## config.mk

```make
export PLATFORM = sky130hd
export DESIGN_NAME = comparator_pipe
export DESIGN_NICKNAME = d
export VERILOG_FILES = /design/src/rtl/comparator_pkg.sv /design/src/rtl/cmp_slice_stage.sv /design/src/rtl/comparator_pipe.sv
export SDC_FILE = /design/constraint.sdc
export NUM_CORES = 1
export LEC_CHECK = 0
export CELL_PAD_IN_SITES_DETAIL_PLACEMENT = 0
export CELL_PAD_IN_SITES_GLOBAL_PLACEMENT = 1
export CORE_MARGIN = 2
export CORE_UTILIZATION = 41
export DETAILED_ROUTE_END_ITERATION = 12
export PLACE_DENSITY = 0.74
export SYNTH_ARGS = -nofsm -noshare
export SYNTH_HDL_FRONTEND = slang
export SYNTH_SLANG_ARGS = --single-unit
```

## constraint.sdc

```tcl
create_clock -name clk -period 1.3 [get_ports clk]
set_input_delay 0.195 -clock clk [delete_from_list [all_inputs] [get_ports clk]]
set_output_delay 0.195 -clock clk [all_outputs]
set_load 0.01 [all_outputs]
```

## src/rtl/comparator_pkg.sv

```systemverilog
// ---------------------------------------------------------------------------
// comparator_pkg
//   Shared definitions for the pipelined magnitude comparator.
//   - One-hot result encodings, ordered {gt, eq, lt}.
//   - num_slices(): the pipeline depth for a given operand and slice width.
// ---------------------------------------------------------------------------
package comparator_pkg;

  // One-hot result encodings, bit order {gt, eq, lt}
  localparam logic [2:0] CMP_GT   = 3'b100;
  localparam logic [2:0] CMP_EQ   = 3'b010;
  localparam logic [2:0] CMP_LT   = 3'b001;
  localparam logic [2:0] CMP_NONE = 3'b000;

  // Number of slice stages needed to consume a dw-bit operand sw bits at a time.
  // A zero slice width yields zero so that the parameter check reports the error.
  function automatic int num_slices(input int dw, input int sw);
    if (sw <= 0) begin
      return 0;
    end
    return dw / sw;
  endfunction

endpackage : comparator_pkg

```

## src/rtl/cmp_slice_stage.sv

```systemverilog
// ---------------------------------------------------------------------------
// cmp_slice_stage
//   One register stage of the pipelined comparator.
//   It compares the top SLICE_WIDTH bits of the operand bits it receives,
//   merges the result with the upstream decision, and stores the bits that
//   are still unconsumed for the next stage.
//
//   Parameters
//     SLICE_WIDTH  bits compared in this stage
//     IN_BITS      operand bits entering this stage (this slice + remainder)
//
//   Ports
//     clk, rst_n          clock, asynchronous active-low reset
//     in_valid            upstream stage (or input port) holds a transaction
//     in_decided          upstream already found a differing slice
//     in_gt, in_lt        upstream decision (meaningful when in_decided = 1)
//     in_a, in_b          unconsumed operand bits, this slice in the MSBs
//     down_ready          downstream can take this stage's content
//     up_ready            this stage can take a new transaction
//     valid               this stage holds a transaction
//     decided, gt, lt     merged decision so far
//     rem_a, rem_b        operand bits left for later stages (zero when none)
// ---------------------------------------------------------------------------
module cmp_slice_stage
  import comparator_pkg::*;
#(
  parameter  int SLICE_WIDTH = 8,
  parameter  int IN_BITS     = 32,
  localparam int REM_BITS    = IN_BITS - SLICE_WIDTH,
  // keep the remainder ports at least one bit wide for the last stage
  localparam int REM_W       = (REM_BITS > 0) ? REM_BITS : 1
) (
  input  logic               clk,
  input  logic               rst_n,
  input  logic               in_valid,
  input  logic               in_decided,
  input  logic               in_gt,
  input  logic               in_lt,
  input  logic [IN_BITS-1:0] in_a,
  input  logic [IN_BITS-1:0] in_b,
  input  logic               down_ready,
  output logic               up_ready,
  output logic               valid,
  output logic               decided,
  output logic               gt,
  output logic               lt,
  output logic [REM_W-1:0]   rem_a,
  output logic [REM_W-1:0]   rem_b
);

  logic [SLICE_WIDTH-1:0] slice_a;
  logic [SLICE_WIDTH-1:0] slice_b;
  logic                   decided_next;
  logic                   gt_next;
  logic                   lt_next;

  assign slice_a = in_a[IN_BITS-1 -: SLICE_WIDTH];
  assign slice_b = in_b[IN_BITS-1 -: SLICE_WIDTH];

  // An empty stage always accepts; a full one only when its content moves on.
  assign up_ready = ~valid | down_ready;

  // Once a more significant slice has differed, lower slices cannot change
  // the outcome, so the upstream decision is passed through untouched.
  always_comb begin
    decided_next = in_decided;
    gt_next      = in_gt;
    lt_next      = in_lt;
    if (!in_decided) begin
      decided_next = (slice_a != slice_b);
      gt_next      = (slice_a > slice_b);
      lt_next      = (slice_a < slice_b);
    end
  end

  always_ff @(posedge clk or negedge rst_n) begin
    if (!rst_n) begin
      valid   <= 1'b0;
      decided <= 1'b0;
      gt      <= 1'b0;
      lt      <= 1'b0;
    end else if (up_ready) begin
      valid <= in_valid;
      // Payload only changes when a real transaction arrives, so empty
      // stages do not toggle on bubbles.
      if (in_valid) begin
        decided <= decided_next;
        gt      <= gt_next;
        lt      <= lt_next;
      end
    end
  end

  generate
    if (REM_BITS > 0) begin : g_rem
      logic [REM_W-1:0] rem_a_reg;
      logic [REM_W-1:0] rem_b_reg;

      always_ff @(posedge clk or negedge rst_n) begin
        if (!rst_n) begin
          rem_a_reg <= '0;
          rem_b_reg <= '0;
        end else if (up_ready && in_valid) begin
          rem_a_reg <= in_a[REM_W-1:0];
          rem_b_reg <= in_b[REM_W-1:0];
        end
      end

      assign rem_a = rem_a_reg;
      assign rem_b = rem_b_reg;
    end else begin : g_no_rem
      // Last stage: every operand bit has been consumed.
      assign rem_a = '0;
      assign rem_b = '0;
    end
  endgenerate

endmodule : cmp_slice_stage

```

## src/rtl/comparator_pipe.sv

```systemverilog
// ---------------------------------------------------------------------------
// comparator_pipe
//   Pipelined magnitude comparator with valid/ready handshakes on both sides.
//   Operands are compared SLICE_WIDTH bits per stage, most significant slice
//   first; the last stage drives one-hot gt/eq/lt flags.
//
//   Parameters
//     DATA_WIDTH   operand width, an integer multiple of SLICE_WIDTH
//     SLICE_WIDTH  bits compared per stage (1..DATA_WIDTH)
//
//   Ports
//     clk, rst_n      clock, asynchronous active-low reset
//     in_valid        operand pair presented
//     in_ready        operands accepted this cycle (independent of in_valid)
//     a_in, b_in      operands
//     signed_in       1: two's-complement compare, 0: unsigned
//     out_valid       result presented
//     out_ready       consumer takes the result this cycle
//     a_gt_b_out      A > B  (0 when out_valid = 0)
//     a_eq_b_out      A == B (0 when out_valid = 0)
//     a_lt_b_out      A < B  (0 when out_valid = 0)
// ---------------------------------------------------------------------------
module comparator_pipe
  import comparator_pkg::*;
#(
  parameter int DATA_WIDTH  = 32,
  parameter int SLICE_WIDTH = 8
) (
  input  logic                  clk,
  input  logic                  rst_n,
  input  logic                  in_valid,
  output logic                  in_ready,
  input  logic [DATA_WIDTH-1:0] a_in,
  input  logic [DATA_WIDTH-1:0] b_in,
  input  logic                  signed_in,
  output logic                  out_valid,
  input  logic                  out_ready,
  output logic                  a_gt_b_out,
  output logic                  a_eq_b_out,
  output logic                  a_lt_b_out
);

  localparam int NUM_SLICES = num_slices(DATA_WIDTH, SLICE_WIDTH);

  generate
    if ((SLICE_WIDTH < 1) || (SLICE_WIDTH > DATA_WIDTH) ||
        ((DATA_WIDTH % SLICE_WIDTH) != 0)) begin : g_bad_params
      $error("comparator_pipe: DATA_WIDTH (%0d) must be a positive multiple of SLICE_WIDTH (%0d)",
             DATA_WIDTH, SLICE_WIDTH);
    end
  endgenerate

  // Signed compare via offset binary: flipping both MSBs maps two's-complement
  // order onto unsigned order, so every stage can stay a plain unsigned compare.
  logic [DATA_WIDTH-1:0] msb_flip;
  logic [DATA_WIDTH-1:0] a_biased;
  logic [DATA_WIDTH-1:0] b_biased;

  assign msb_flip = DATA_WIDTH'(signed_in) << (DATA_WIDTH - 1);
  assign a_biased = a_in ^ msb_flip;
  assign b_biased = b_in ^ msb_flip;

  genvar gi;
  generate
    for (gi = 0; gi < NUM_SLICES; gi++) begin : g_stage
      localparam int IN_BITS = DATA_WIDTH - gi * SLICE_WIDTH;
      localparam int REM_W   = (IN_BITS > SLICE_WIDTH) ? (IN_BITS - SLICE_WIDTH) : 1;

      logic [IN_BITS-1:0] cur_a;
      logic [IN_BITS-1:0] cur_b;
      logic               cur_valid;
      logic               cur_decided;
      logic               cur_gt;
      logic               cur_lt;
      logic               down_ready;
      logic               up_ready;
      logic               valid;
      logic               decided;
      logic               gt;
      logic               lt;
      logic [REM_W-1:0]   rem_a;
      logic [REM_W-1:0]   rem_b;

      // Stage inputs: the ports for the head, the previous stage otherwise.
      if (gi == 0) begin : g_head
        assign cur_a       = a_biased;
        assign cur_b       = b_biased;
        assign cur_valid   = in_valid;
        assign cur_decided = 1'b0;
        assign cur_gt      = 1'b0;
        assign cur_lt      = 1'b0;
      end else begin : g_body
        assign cur_a       = g_stage[gi-1].rem_a;
        assign cur_b       = g_stage[gi-1].rem_b;
        assign cur_valid   = g_stage[gi-1].valid;
        assign cur_decided = g_stage[gi-1].decided;
        assign cur_gt      = g_stage[gi-1].gt;
        assign cur_lt      = g_stage[gi-1].lt;
      end

      // Ready chain: runs combinationally from out_ready back to in_ready.
      if (gi == NUM_SLICES - 1) begin : g_tail
        assign down_ready = ~out_valid | out_ready;
      end else begin : g_link
        assign down_ready = g_stage[gi+1].up_ready;
      end

      cmp_slice_stage #(
        .SLICE_WIDTH (SLICE_WIDTH),
        .IN_BITS     (IN_BITS)
      ) u_stage (
        .clk        (clk),
        .rst_n      (rst_n),
        .in_valid   (cur_valid),
        .in_decided (cur_decided),
        .in_gt      (cur_gt),
        .in_lt      (cur_lt),
        .in_a       (cur_a),
        .in_b       (cur_b),
        .down_ready (down_ready),
        .up_ready   (up_ready),
        .valid      (valid),
        .decided    (decided),
        .gt         (gt),
        .lt         (lt),
        .rem_a      (rem_a),
        .rem_b      (rem_b)
      );
    end
  endgenerate

  assign in_ready  = g_stage[0].up_ready;
  assign out_valid = g_stage[NUM_SLICES-1].valid;

  // The last stage's remainder is always zero and has no consumer.
  logic unused_tail_rem;
  assign unused_tail_rem = ^{g_stage[NUM_SLICES-1].rem_a, g_stage[NUM_SLICES-1].rem_b};

  logic       last_decided;
  logic       last_gt;
  logic       last_lt;
  logic [2:0] flags;

  assign last_decided = g_stage[NUM_SLICES-1].decided;
  assign last_gt      = g_stage[NUM_SLICES-1].gt;
  assign last_lt      = g_stage[NUM_SLICES-1].lt;

  // Never-decided means every slice matched. Flags are forced low whenever
  // no result is presented.
  always_comb begin
    flags = CMP_NONE;
    if (out_valid) begin
      if (!last_decided) begin
        flags = CMP_EQ;
      end else if (last_gt) begin
        flags = CMP_GT;
      end else if (last_lt) begin
        flags = CMP_LT;
      end
    end
  end

  assign {a_gt_b_out, a_eq_b_out, a_lt_b_out} = flags;

endmodule : comparator_pipe
```

# After elaboration in Yosys (flattened, before gate mapping)
# Cells that the tools add are included.
# totals
regBits	112
word_cells	65
in_bits	69
# op_classes
n_eq_ne	4
reduce_logical	7
magnitude_cmp	8
bitwise	11
muxes	13
# ops
op	count
$xor A32 B32 Y32	2
$gt A8 B8 Y1	4
$lt A8 B8 Y1	4
$ne A8 B8 Y1	4
$mux W1	10
$mux W3	3
$reduce_and A2 Y1	4
$or A1 B1 Y1	5
$not A1 Y1	4
$logic_and A1 B1 Y1	3

# Longest topological paths before layout
# depth
ltp_word	7
ltp_mapped	7
depth_no_buf	7

# Hierarchy
# From an unflattened synthesis, not the netlist that was laid out.
# hier_totals
hier_cells	385
hier_area_um2	5281.3
# by_module_without_submodules
mod	area_each_um2	n_inst	cells_each
cmp_slice_stage (g_stage[0].u_stage)	2213.4	1	144
cmp_slice_stage (g_stage[1].u_stage)	1591.5	1	111
cmp_slice_stage (g_stage[2].u_stage)	1007.2	1	77
cmp_slice_stage (g_stage[3].u_stage)	419.2	1	46
comparator_pipe	50.0	1	7

# Worst setup path after synthesis
# No wires, ideal clock.
# synth_path
kind	reg-to-reg
startpoint	register g_stage[3].u_stage.valid
endpoint	register g_stage[0].u_stage.lt
path_buffers	1
path_stages_with_launch	6
setup_slack_ns	-0.213
period_less_slack_ns	1.513
arrival_time_ns	1.388
setup_ns	0.125
t_required_ns	1.175
path_cell_list	dfrtp_1 and2b_4 nand4_4 nand2_8 buf_12 mux2_4
# synth_between
elab_chain_cells	7
# synth_rtl
element	line	rtl
from (decl)	cmp_slice_stage.sv:43	output logic valid,
from (signal assigned)	cmp_slice_stage.sv:83	valid <= in_valid;
$not A1 Y1 *	cmp_slice_stage.sv:61, comparator_pipe.sv:103	
$or A1 B1 Y1	comparator_pipe.sv:103	assign down_ready = ~out_valid | out_ready;
$or A1 B1 Y1 * (4 in series)	cmp_slice_stage.sv:61	assign up_ready = ~valid | down_ready;
via in_ready	comparator_pipe.sv:32	output logic in_ready,
$reduce_and A2 Y1 (no source line) *	n/a	
to (signal assigned)	cmp_slice_stage.sv:89	lt <= lt_next;
to (decl)	cmp_slice_stage.sv:46	output logic lt,
# Mark *: on every way through the listed nets, which the timed path passes. The rest lies on a longest branch.
# A chain may end at the register's enable or synchronous reset.

# Worst setup path after layout
# layout_path
startpoint	register g_stage[2].u_stage.g_rem.rem_b_reg[1]
endpoint	register g_stage[3].u_stage.lt
# layout_between
elab_chain_cells	2
# layout_rtl
element	line	rtl
from (decl)	cmp_slice_stage.sv:97	logic [REM_W-1:0] rem_b_reg;
from (signal assigned)	cmp_slice_stage.sv:105	rem_b_reg <= in_b[REM_W-1:0];
$lt A8 B8 Y1	cmp_slice_stage.sv:72	lt_next = (slice_a < slice_b);
$mux W1	cmp_slice_stage.sv:69	if (!in_decided) begin
to (signal assigned)	cmp_slice_stage.sv:89	
to (decl)	cmp_slice_stage.sv:46	
# Every way passes these cells.

==> flow_metrics.env <==
export IMPL_grt_pass1_vias=3508
export IMPL_die_h_um=118.7
export IMPL_setup_ws_ns=-0.2329
export IMPL_finalNetCount=621
export IMPL_path_buf_inv=1
export IMPL_cp_max_fo=2
export IMPL_io_pins=74
export IMPL_power_density_nw_per_um2=1550
export IMPL_status="finished, violations left"
export IMPL_hpwl_um=6721
export IMPL_core_um2=12720
export IMPL_cts_tree="yes"
export IMPL_synth_area_um2=5391
export IMPL_drtIter0Drc=145
export IMPL_hold_violations=0
export IMPL_period_needed_ns=1.533
export IMPL_clkTransAtPathRegs_ns=0.07
export IMPL_ant_nets=0
export IMPL_rows=41
export IMPL_num_vias=3287
export IMPL_ys_ff_latch=112
export IMPL_final_max_slew_viol_count=0
export IMPL_wl_um=10450
export IMPL_cpPeakStageDelay_ns=0.38
export IMPL_wl_per_cell_um=14.99
export IMPL_synth_seq_area_share_pct=51.98
export IMPL_avgSynthCellArea_um2=14.11
export IMPL_drive_gt1_share_pct=43.05
export IMPL_cts_sinks=112
export IMPL_synth_area_top_cells="dfrtp_1, mux2_4, mux2_2"
export IMPL_grt_pass1_wl_um=17220
export IMPL_crit_family="compound AO/OA/AOI/OAI gates"
export IMPL_grt_antenna_before_repair=0
export IMPL_yosysWarningCount=0
export IMPL_synth_cells=382
export IMPL_h_tree_depth=3
export IMPL_grt_overflow=0
export IMPL_violations="negative setup slack"
export IMPL_synth_cell_types=34
export IMPL_crit_arrival_ns=1.77
export IMPL_ir_drop_mv=0.8725
export IMPL_cpMaxStageDelayCell="dfrtp_1"
export IMPL_tightest_slew_ns=0.4504
export IMPL_netlist_area_leader_share_pct=51.98
export IMPL_synthToLayoutAreaGrowth_pct=39.96
export IMPL_cp_start_kind="register"
export IMPL_drv_cap=0
export IMPL_initial_core_util_pct=42.38
export IMPL_rsz0062_at_grt="yes"
export IMPL_routed_via_density=4.716
export IMPL_die_w_um=118.7
export IMPL_grt_max_degree=77
export IMPL_clk_latency_ns=0.35
export IMPL_critical_path_class="reg -> reg"
export IMPL_utilization_pct=59.31
export IMPL_yosysTopAreaCell="dfrtp_1"
export IMPL_fin_crit_sh_pct=117.9
export IMPL_diodes=0
export IMPL_cts_root_buf="clkbuf_16"
export IMPL_portBuffers=73
export IMPL_track_usage_pct=15.31
export IMPL_firstDrtPassIters=4
export IMPL_power_leakage_nw=3.610
export IMPL_cts_buffers=9
export IMPL_endpoint_kind="register"
export IMPL_fin_skew_ns=0.007975
export IMPL_fin_setup_tns_ns=-17.72
export IMPL_hp_class="in -> async"
export IMPL_max_slew_margin_pct=69.97
export IMPL_fmax_mhz=652.4
export IMPL_drt_drc_violations_left=0
export IMPL_report_final_setup_viol=109
export IMPL_die_area_um2=14080
export IMPL_gp_congestion=0.7674
export IMPL_clk_path_buf_depth=2
export IMPL_synth_fp_nets=483
export IMPL_path_cells="inv_2 -> ha_4 -> nor2b_4 -> o211ai_1 -> a21oi_1 -> o21bai_1 -> a22o_1"
export IMPL_worstPathRequired_ns=1.54
## through the flow
step	power [mW]	hold slack (ns)	setup slack, ns	area [um^2]	instances
after global routing	12.45	0.4419	-0.2984	7546	697
final	11.69	0.4053	-0.2329	7546	697
after detailed placement	8.209	0.2559	-0.6025	6604	660
after global placement	8.094	0.2615	-0.5729	6604	660
after CTS	11.32	0.4367	-0.2205	7263	690
after floorplan	6.976	-0.1006	-0.1670	5430	382
## cells by family (layout without fill, tap and decap cells)
| logic type | after synthesis | after routing | share of synthesized area, % |
|---|---|---|---|
| AO/OA/AOI/OAI | 43 | 43 | 4.897 |
| XOR/XNOR | 2 | 2 | 0.3250 |
| adder cells (fa/ha/maj) | 32 | 32 | 7.426 |
| buffers and inverters | 46 | 189 | 5.454 |
| flip-flops | 112 | 112 | 51.98 |
| multiplexers | 97 | 97 | 24.37 |
| AND/OR/NAND/NOR | 50 | 50 | 5.547 |
## final cells by class
class	instances	area, um^2
Fill cell	1061	5176
Sequential cell	112	2804
Multi-Input combinational cell	224	2696
Timing Repair Buffer	139	1418
Clock buffer	12	256.5
Tap cell	172	215.2
Inverter	34	127.6
Clock inverter	4	28.78
## routing by layer
| metal | wire length [um] | vias to the layer above | global-route usage [%] | part of all wire (%) |
|---|---|---|---|---|
| li1 | - | 1613 | - | - |
| met1 | 4928 | 1603 | 20.99 | 47 |
| met2 | 4923 | 61 | 23.13 | 47 |
| met3 | 408 | 10 | 3.475 | 3.9 |
| met4 | 187 | 0 | 6.920 | 1.8 |
| met5 | 0 | - | 0 | 0 |
## worst min-delay path: cells and delay by family
kind	cells	cell delay (ns)
buffers and inverters	3	0.96
## worst paths after layout
kind / cells past startpoint / endpoint / slack, ns / start
min reg2reg: 1 / g_stage[2].u_stage.rem_b[4] / 0.51 / g_stage[1].u_stage.rem_b[4]
max reg2reg: 7 / g_stage[3].u_stage.lt / -0.23 / g_stage[2].u_stage.rem_b[1]
max: 7 / g_stage[3].u_stage.lt / -0.23 / g_stage[2].u_stage.rem_b[1]
min: 3 / g_stage[1].u_stage.rem_b[9] / 0.41 / rst_n
max in group asynchronous: 3 / g_stage[1].u_stage.valid / 0.50 / rst_n
min in group clk: 2 / g_stage[0].u_stage.rem_b[18] / 0.45 / b_in[18]
## report_power, final
part	leakage [nW]	internal [mW]	switching (mW)
clock network	0.135	1.41	1.21
logic	2.17	2.66	1.47
registers	1.30	4.34	0.600
total	3.61	8.41	3.29
## synth_stat cells
cell type  number
o31ai_1         4
and3_1          1
xnor2_1         1
or2_2           2
inv_1          34
buf_2           2
dfrtp_1       112
xor2_1          1
nor2_1          8
o21bai_1        3
a2111oi_2       1
and4b_1         1
nand4_1         8
nand2_1        13
buf_8           1
a22o_1          3
o211ai_1        4
ha_1           32
and2b_4         1
buf_4           1
buf_12          5
mux2_4         59
o21ai_0         7
nand4_4         1
nor2b_1         5
or2b_1          1
nor3_1          3
mux2_2         38
nand4b_1        1
nand2b_1        3
and3b_1         1
nand2_8         1
buf_6           3
a21oi_1        21
## layout by cell type, fill, tap and decap left out, types with 11 or more instances in the layout
cell	instances
ha_1	19
clkdlybuf4s50_1	60
buf_4	47
dfrtp_1	111
clkbuf_16	11
mux2_4	94
ha_4	13
a21oi_1	17
inv_1	28
nand2_1	11
## timing repair
| item | 4_1_cts | 5_1_grt |
|---|---|---|
| hold endpoints to repair | 112 | 0 |
| gates resized for setup | 67 | 47 |
| gates cloned | 3 | 3 |
| endpoints found under the setup margin | 113 | 113 |
| pin swaps | 28 | 22 |
| hold buffers | 1 | 0 |
| buffers inserted | 10 | 4 |
(Power assumes the default switching activity.)
